===== src/rtl/sdram_ram_arb.sv =====
// sdram_ram_arb: two-master arbiter for the SDRAM word RAM port.
// Macro SDRAM_ARB_FIXED_PRIO_EN: requester 0 always wins ties.
module sdram_ram_arb #(
  parameter int MAX_PENDING = 4
) (
  input  logic        clk_i,
  input  logic        rst_n_i,
  input  logic [31:0] req0_addr_i,
  input  logic [3:0]  req0_wr_i,
  input  logic        req0_rd_i,
  input  logic [7:0]  req0_len_i,
  input  logic [31:0] req0_write_data_i,
  output logic        req0_accept_o,
  output logic        req0_ack_o,
  output logic        req0_error_o,
  output logic [31:0] req0_read_data_o,
  input  logic [31:0] req1_addr_i,
  input  logic [3:0]  req1_wr_i,
  input  logic        req1_rd_i,
  input  logic [7:0]  req1_len_i,
  input  logic [31:0] req1_write_data_i,
  output logic        req1_accept_o,
  output logic        req1_ack_o,
  output logic        req1_error_o,
  output logic [31:0] req1_read_data_o,
  output logic [31:0] ram_addr_o,
  output logic [3:0]  ram_wr_o,
  output logic        ram_rd_o,
  output logic [7:0]  ram_len_o,
  output logic [31:0] ram_write_data_o,
  input  logic        ram_accept_i,
  input  logic        ram_ack_i,
  input  logic        ram_error_i,
  input  logic [31:0] ram_read_data_i
);

  localparam int PW = $clog2(MAX_PENDING);
  localparam int CW = PW + 1;

  logic             r_gnt;
  logic             r_busy;
  logic [7:0]       r_lock_cnt;
  logic [PW-1:0]    r_wptr;
  logic [PW-1:0]    r_rptr;
  logic [CW-1:0]    r_cnt;
  logic [MAX_PENDING-1:0] r_own;

  logic       w_req0;
  logic       w_req1;
  logic       w_hold;
  logic       w_tie;
  logic       w_gnt;
  logic       w_valid;
  logic       w_sel;
  logic       w_full;
  logic       w_empty;
  logic       w_acc;
  logic       w_pop;
  logic       w_head;
  logic [7:0] w_len;

  assign w_req0 = req0_rd_i | (|req0_wr_i);
  assign w_req1 = req1_rd_i | (|req1_wr_i);
  assign w_hold = r_busy | (r_lock_cnt != 8'd0);

`ifdef SDRAM_ARB_FIXED_PRIO_EN
  assign w_tie = 1'b0;
`else
  logic r_last;
  logic w_last_upd;

  // a request ends on a single-beat accept or its final burst beat
  assign w_last_upd = w_acc & ((r_lock_cnt == 8'd0) ?
                               (w_len == 8'd0) :
                               (r_lock_cnt == 8'd1));
  assign w_tie = ~r_last;

  // remember the last owner so the other side wins the next tie
  always_ff @(posedge clk_i) begin
    if (!rst_n_i) begin
      r_last <= 1'b1;
    end else if (w_last_upd) begin
      r_last <= w_gnt;
    end
  end
`endif

  // pick the owner: hold while presenting or bursting, else arbitrate
  always_comb begin
    w_gnt = r_gnt;
    if (!w_hold) begin
      if (w_req0 & w_req1) begin
        w_gnt = w_tie;
      end else begin
        w_gnt = w_req1;
      end
    end
  end

  assign w_valid = w_gnt ? w_req1 : w_req0;
  assign w_sel   = w_valid & w_gnt;
  assign w_full  = (r_cnt == CW'(MAX_PENDING));
  assign w_empty = (r_cnt == '0);
  assign w_acc   = ram_accept_i & w_valid & ~w_full;
  assign w_pop   = ram_ack_i & ~w_empty;
  assign w_head  = r_own[r_rptr];
  assign w_len   = w_sel ? req1_len_i : req0_len_i;

  assign ram_addr_o       = w_sel ? req1_addr_i : req0_addr_i;
  assign ram_len_o        = w_len;
  assign ram_write_data_o = w_sel ? req1_write_data_i
                                  : req0_write_data_i;
  assign ram_wr_o = (w_valid & ~w_full) ?
                    (w_sel ? req1_wr_i : req0_wr_i) : 4'd0;
  assign ram_rd_o = w_valid & ~w_full &
                    (w_sel ? req1_rd_i : req0_rd_i);

  assign req0_accept_o    = w_acc & ~w_gnt;
  assign req1_accept_o    = w_acc & w_gnt;
  assign req0_ack_o       = w_pop & ~w_head;
  assign req1_ack_o       = w_pop & w_head;
  assign req0_error_o     = ram_error_i & req0_ack_o;
  assign req1_error_o     = ram_error_i & req1_ack_o;
  assign req0_read_data_o = ram_read_data_i;
  assign req1_read_data_o = ram_read_data_i;

  // grant hold, presented-but-unaccepted flag and burst counter
  always_ff @(posedge clk_i) begin
    if (!rst_n_i) begin
      r_gnt      <= 1'b0;
      r_busy     <= 1'b0;
      r_lock_cnt <= 8'd0;
    end else begin
      r_gnt  <= w_gnt;
      r_busy <= w_valid & ~w_acc;
      if (w_acc) begin
        if (r_lock_cnt == 8'd0) begin
          r_lock_cnt <= w_len;
        end else begin
          r_lock_cnt <= r_lock_cnt - 8'd1;
        end
      end
    end
  end

  // owner FIFO pointers and occupancy
  always_ff @(posedge clk_i) begin
    if (!rst_n_i) begin
      r_wptr <= '0;
      r_rptr <= '0;
      r_cnt  <= '0;
    end else begin
      if (w_acc) begin
        r_wptr <= r_wptr + PW'(1);
      end
      if (w_pop) begin
        r_rptr <= r_rptr + PW'(1);
      end
      if (w_acc & ~w_pop) begin
        r_cnt <= r_cnt + CW'(1);
      end else if (~w_acc & w_pop) begin
        r_cnt <= r_cnt - CW'(1);
      end
    end
  end

  // owner FIFO storage, one id bit per accepted beat
  always_ff @(posedge clk_i) begin
    if (w_acc) begin
      r_own[r_wptr] <= w_gnt;
    end
  end

endmodule


===== config.mk =====
export PLATFORM = sky130hd
export DESIGN_NAME = sdram_ram_arb
export DESIGN_NICKNAME = d
export VERILOG_FILES = /design/src/rtl/sdram_ram_arb.sv
export SDC_FILE = /design/constraint.sdc
export NUM_CORES = 1
export LEC_CHECK = 0
export BUFFER_PORTS_ARGS = -buffer_cell sky130_fd_sc_hd__buf_2
export CAP_MARGIN = 20
export CORE_AREA = 2 2 130 132
export DETAILED_ROUTE_END_ITERATION = 8
export DIE_AREA = 0 0 132 134
export GPL_ROUTABILITY_DRIVEN = 0
export PLACE_DENSITY = 0.47
export SYNTH_ARGS = -nofsm -noshare
export SYNTH_HDL_FRONTEND = slang
export SYNTH_SLANG_ARGS = --single-unit

===== constraint.sdc =====
create_clock -name clk_i -period 3.7 [get_ports clk_i]
set_input_delay 0.185 -clock clk_i [delete_from_list [all_inputs] [get_ports clk_i]]
set_output_delay 0.185 -clock clk_i [all_outputs]
set_load 0.01 [all_outputs]

==> flow_summary.yaml <==
status:
  status: "finished, final reports clean"
synth:
  synth_ff_type: "dfxtp_1"
  seq_area_frac_synth_pct: 16.9
  yosys_warnings: 0
  synth-adder-area-share_pct: 4.23
  syn_inst: 322
  synth.distinct_cells: 48
  synthXorXnorAreaFrac_pct: 1.54
  synth_top_family_by_area: "multiplexers"
  synth.top_cells.by_area: "mux2_2, buf_4, dfxtp_1"
  syn_area_per_cell_um2: 8.81
  synth_compound_area_share_pct: 8.07
  post-synth-top-area-cell: "mux2_2"
  ys_ff_latch: 22
  syn_nets: 522
  synth_simple_gate_area_share_pct: 15.7
  synth_edf_count: 4
  async_flop_share_pct: 0
  synth_top_area_share_pct: 27.0
  synthMuxAreaShare_pct: 32.1
  netlist_area_um2: 2840
place:
  io_buffers: 241
  place_ws_ns: 0.618
  dp_cells: 709
  dp_hpwl_um: 9310
timing:
  slew-limit-headroom_pct: 66.9
  rsz0062_at_grt: "no"
  setup_viol: 0
  fin_skew_ns: 0.00206
  worst_pin_slew_ns: 0.495
  slew_viol_final: 0
  fin_ws_ns: 0.616
  holdWs_ns: 0.264
  layout_min_cycle_time_ns: 3.08
  max_freq_mhz: 324
  finalHoldViolations: 0
  finalSetupTns_ns: 0
  fin_crit_sh_pct: 83.4
cells_and_area:
  final_cell_mix: "buf_2, mux2_2, nand2_1"
  antenna_cells: 0
  instances_no_fill: 713
  area_delta_synth_final_pct: 36.7
  final_common_cell: "buf_2"
  nets: 694
  layout-drive-gt1-share_pct: 66.3
setup_path:
  max_stage_delay_ns: 0.37
  crit_required_ns: 3.88
  startpoint_type: "flip-flop"
  crit_fanout: 18
  cpMaxStageDelayCell: "fa_1"
  cp_num_buf_inv: 3
  arrival_ns: 3.27
  path_cells: "inv_1, ha_1, a41oi_1, o21bai_2, nand3_2, inv_2, ha_1, inv_1, fa_1, xor2_1, or3_1, a21oi_1"
  critPathTopFamily: "adder cells"
  worstSetupPathType: "flip-flop to flip-flop"
  endpoint_kind: "flip-flop"
drt:
  route.detailed.drc: 0
  antenna_left: 0
  via_per_inst: 4.01
  routed_wl_um: 10600
  wl_per_cell_um: 14.9
  vias: 2859
  first_pass_iters: 4
  first_iter_violations: 79
floorplan:
  row_count: 47
  fp.dieH_um: 134
  dieArea_um2: 17700
  initial_core_util_pct: 17.4
  die_x_um: 132
  io_pins: 338
  core_um2: 16300
power_and_ir_drop:
  irDropWorstVdd_uv: 237
  leakagePower_nw: 1.93
  powerDensity_nw_per_um2: 761
  finalPower_mw: 2.95
grt:
  grt_pass1_wl_um: 15900
  grt_max_degree: 40
  grt_usage_pct: 11.3
  grt_pass1_vias: 2797
  grt-ovfl-total: 0
  antenna_found_initial: 1
min_path:
  min_path_type: "input port to flip-flop"
clocking:
  ctsHoldBuffers: 0
  cts.sinks: 22
  postCtsSetupBuffers: 0
  clockBufferDepth: 2
  clk_pin_slew_ns: 0.06
  clk_latency_ns: 0.25
  cts_resized: 0
  cts_tree: "yes"
  cts_root_buffer: "clkbuf_16"
  cts_buffers: 3
  htreeDepth: 1
job:
  cap_violations: 0
[per-stage QoR]
stage,util [%],cell area (um2)
floorplan,-,2840
global placement,23.3,3800
detailed placement,23.3,3800
CTS,23.8,3880
global route,23.8,3880
finish,23.8,3880
[area by class of cell]
type	count	area, um2
tap	220	275
inverter	11	41.3
fill	1837	12400
sequential	22	480
clock inverter	1	3.75
clock buffer	3	75.1
multi-input combinational	212	1750
timing repair buffer	244	1250
[cell usage after synthesis (2+ instances only)]
library cell / count
mux2_1: 2
a311o_1: 2
mux2_4: 2
o31a_1: 2
xnor2_1: 2
and3_1: 2
a41oi_1: 2
nand4_1: 5
and2_1: 6
mux2_2: 68
nor2_1: 21
nor4_1: 5
inv_1: 10
dfxtp_1: 18
xor2_1: 3
edfxtp_1: 4
a21oi_1: 10
o211ai_1: 2
mux2i_1: 7
o21ai_0: 5
buf_4: 72
nand2_1: 23
clkbuf_1: 3
nor3_1: 3
nand3_1: 8
or3_1: 3
a31oi_1: 4
ha_1: 8
[logic make-up after synthesis]
group	count (synthesis)
AOI/OAI and AO/OA	34
xor gates and xnor gates	5
adders and majority gates	9
buffers and inverters	88
DFF	22
muxes	80
and+or+nand+nor	84
[worst min-delay path, stage by stage]
cell	delay (ns)
buf_2	0.10
nor2_2	0.07
a21oi_1	0.13
[sequential cells by signal, summed over array words and instances (netlist names)]
register and cells:
r_rptr 2, r_gnt 1, r_wptr 2, r_last 1, r_own 4, r_lock_cnt 8
r_cnt 3, r_busy 1
[final timing paths]
check / startpoint / to / slack, ns / depth (start not counted)
setup / recovery: r_lock_cnt[0] / r_cnt[2] / 0.62 / 12
hold / removal: req1_wr_i[3] / r_busy / 0.26 / 3
setup reg to reg: r_lock_cnt[0] / r_cnt[2] / 0.62 / 12
hold reg to reg: r_lock_cnt[1] / r_lock_cnt[1] / 0.49 / 2
[routing by layer]
metal	global-route usage, %	part of all wire (%)
met1	14.1	43
met2	19.4	47
met3	4.12	9.7
met4	0.845	0.36
met5	0	0.12
[where the power goes]
group	internal (mW)	switching [mW]
logic	1.13	1.19
clock network	0.144	0.0891
registers	0.319	0.0795
No activity file was read; power rests on OpenSTA's default activity.
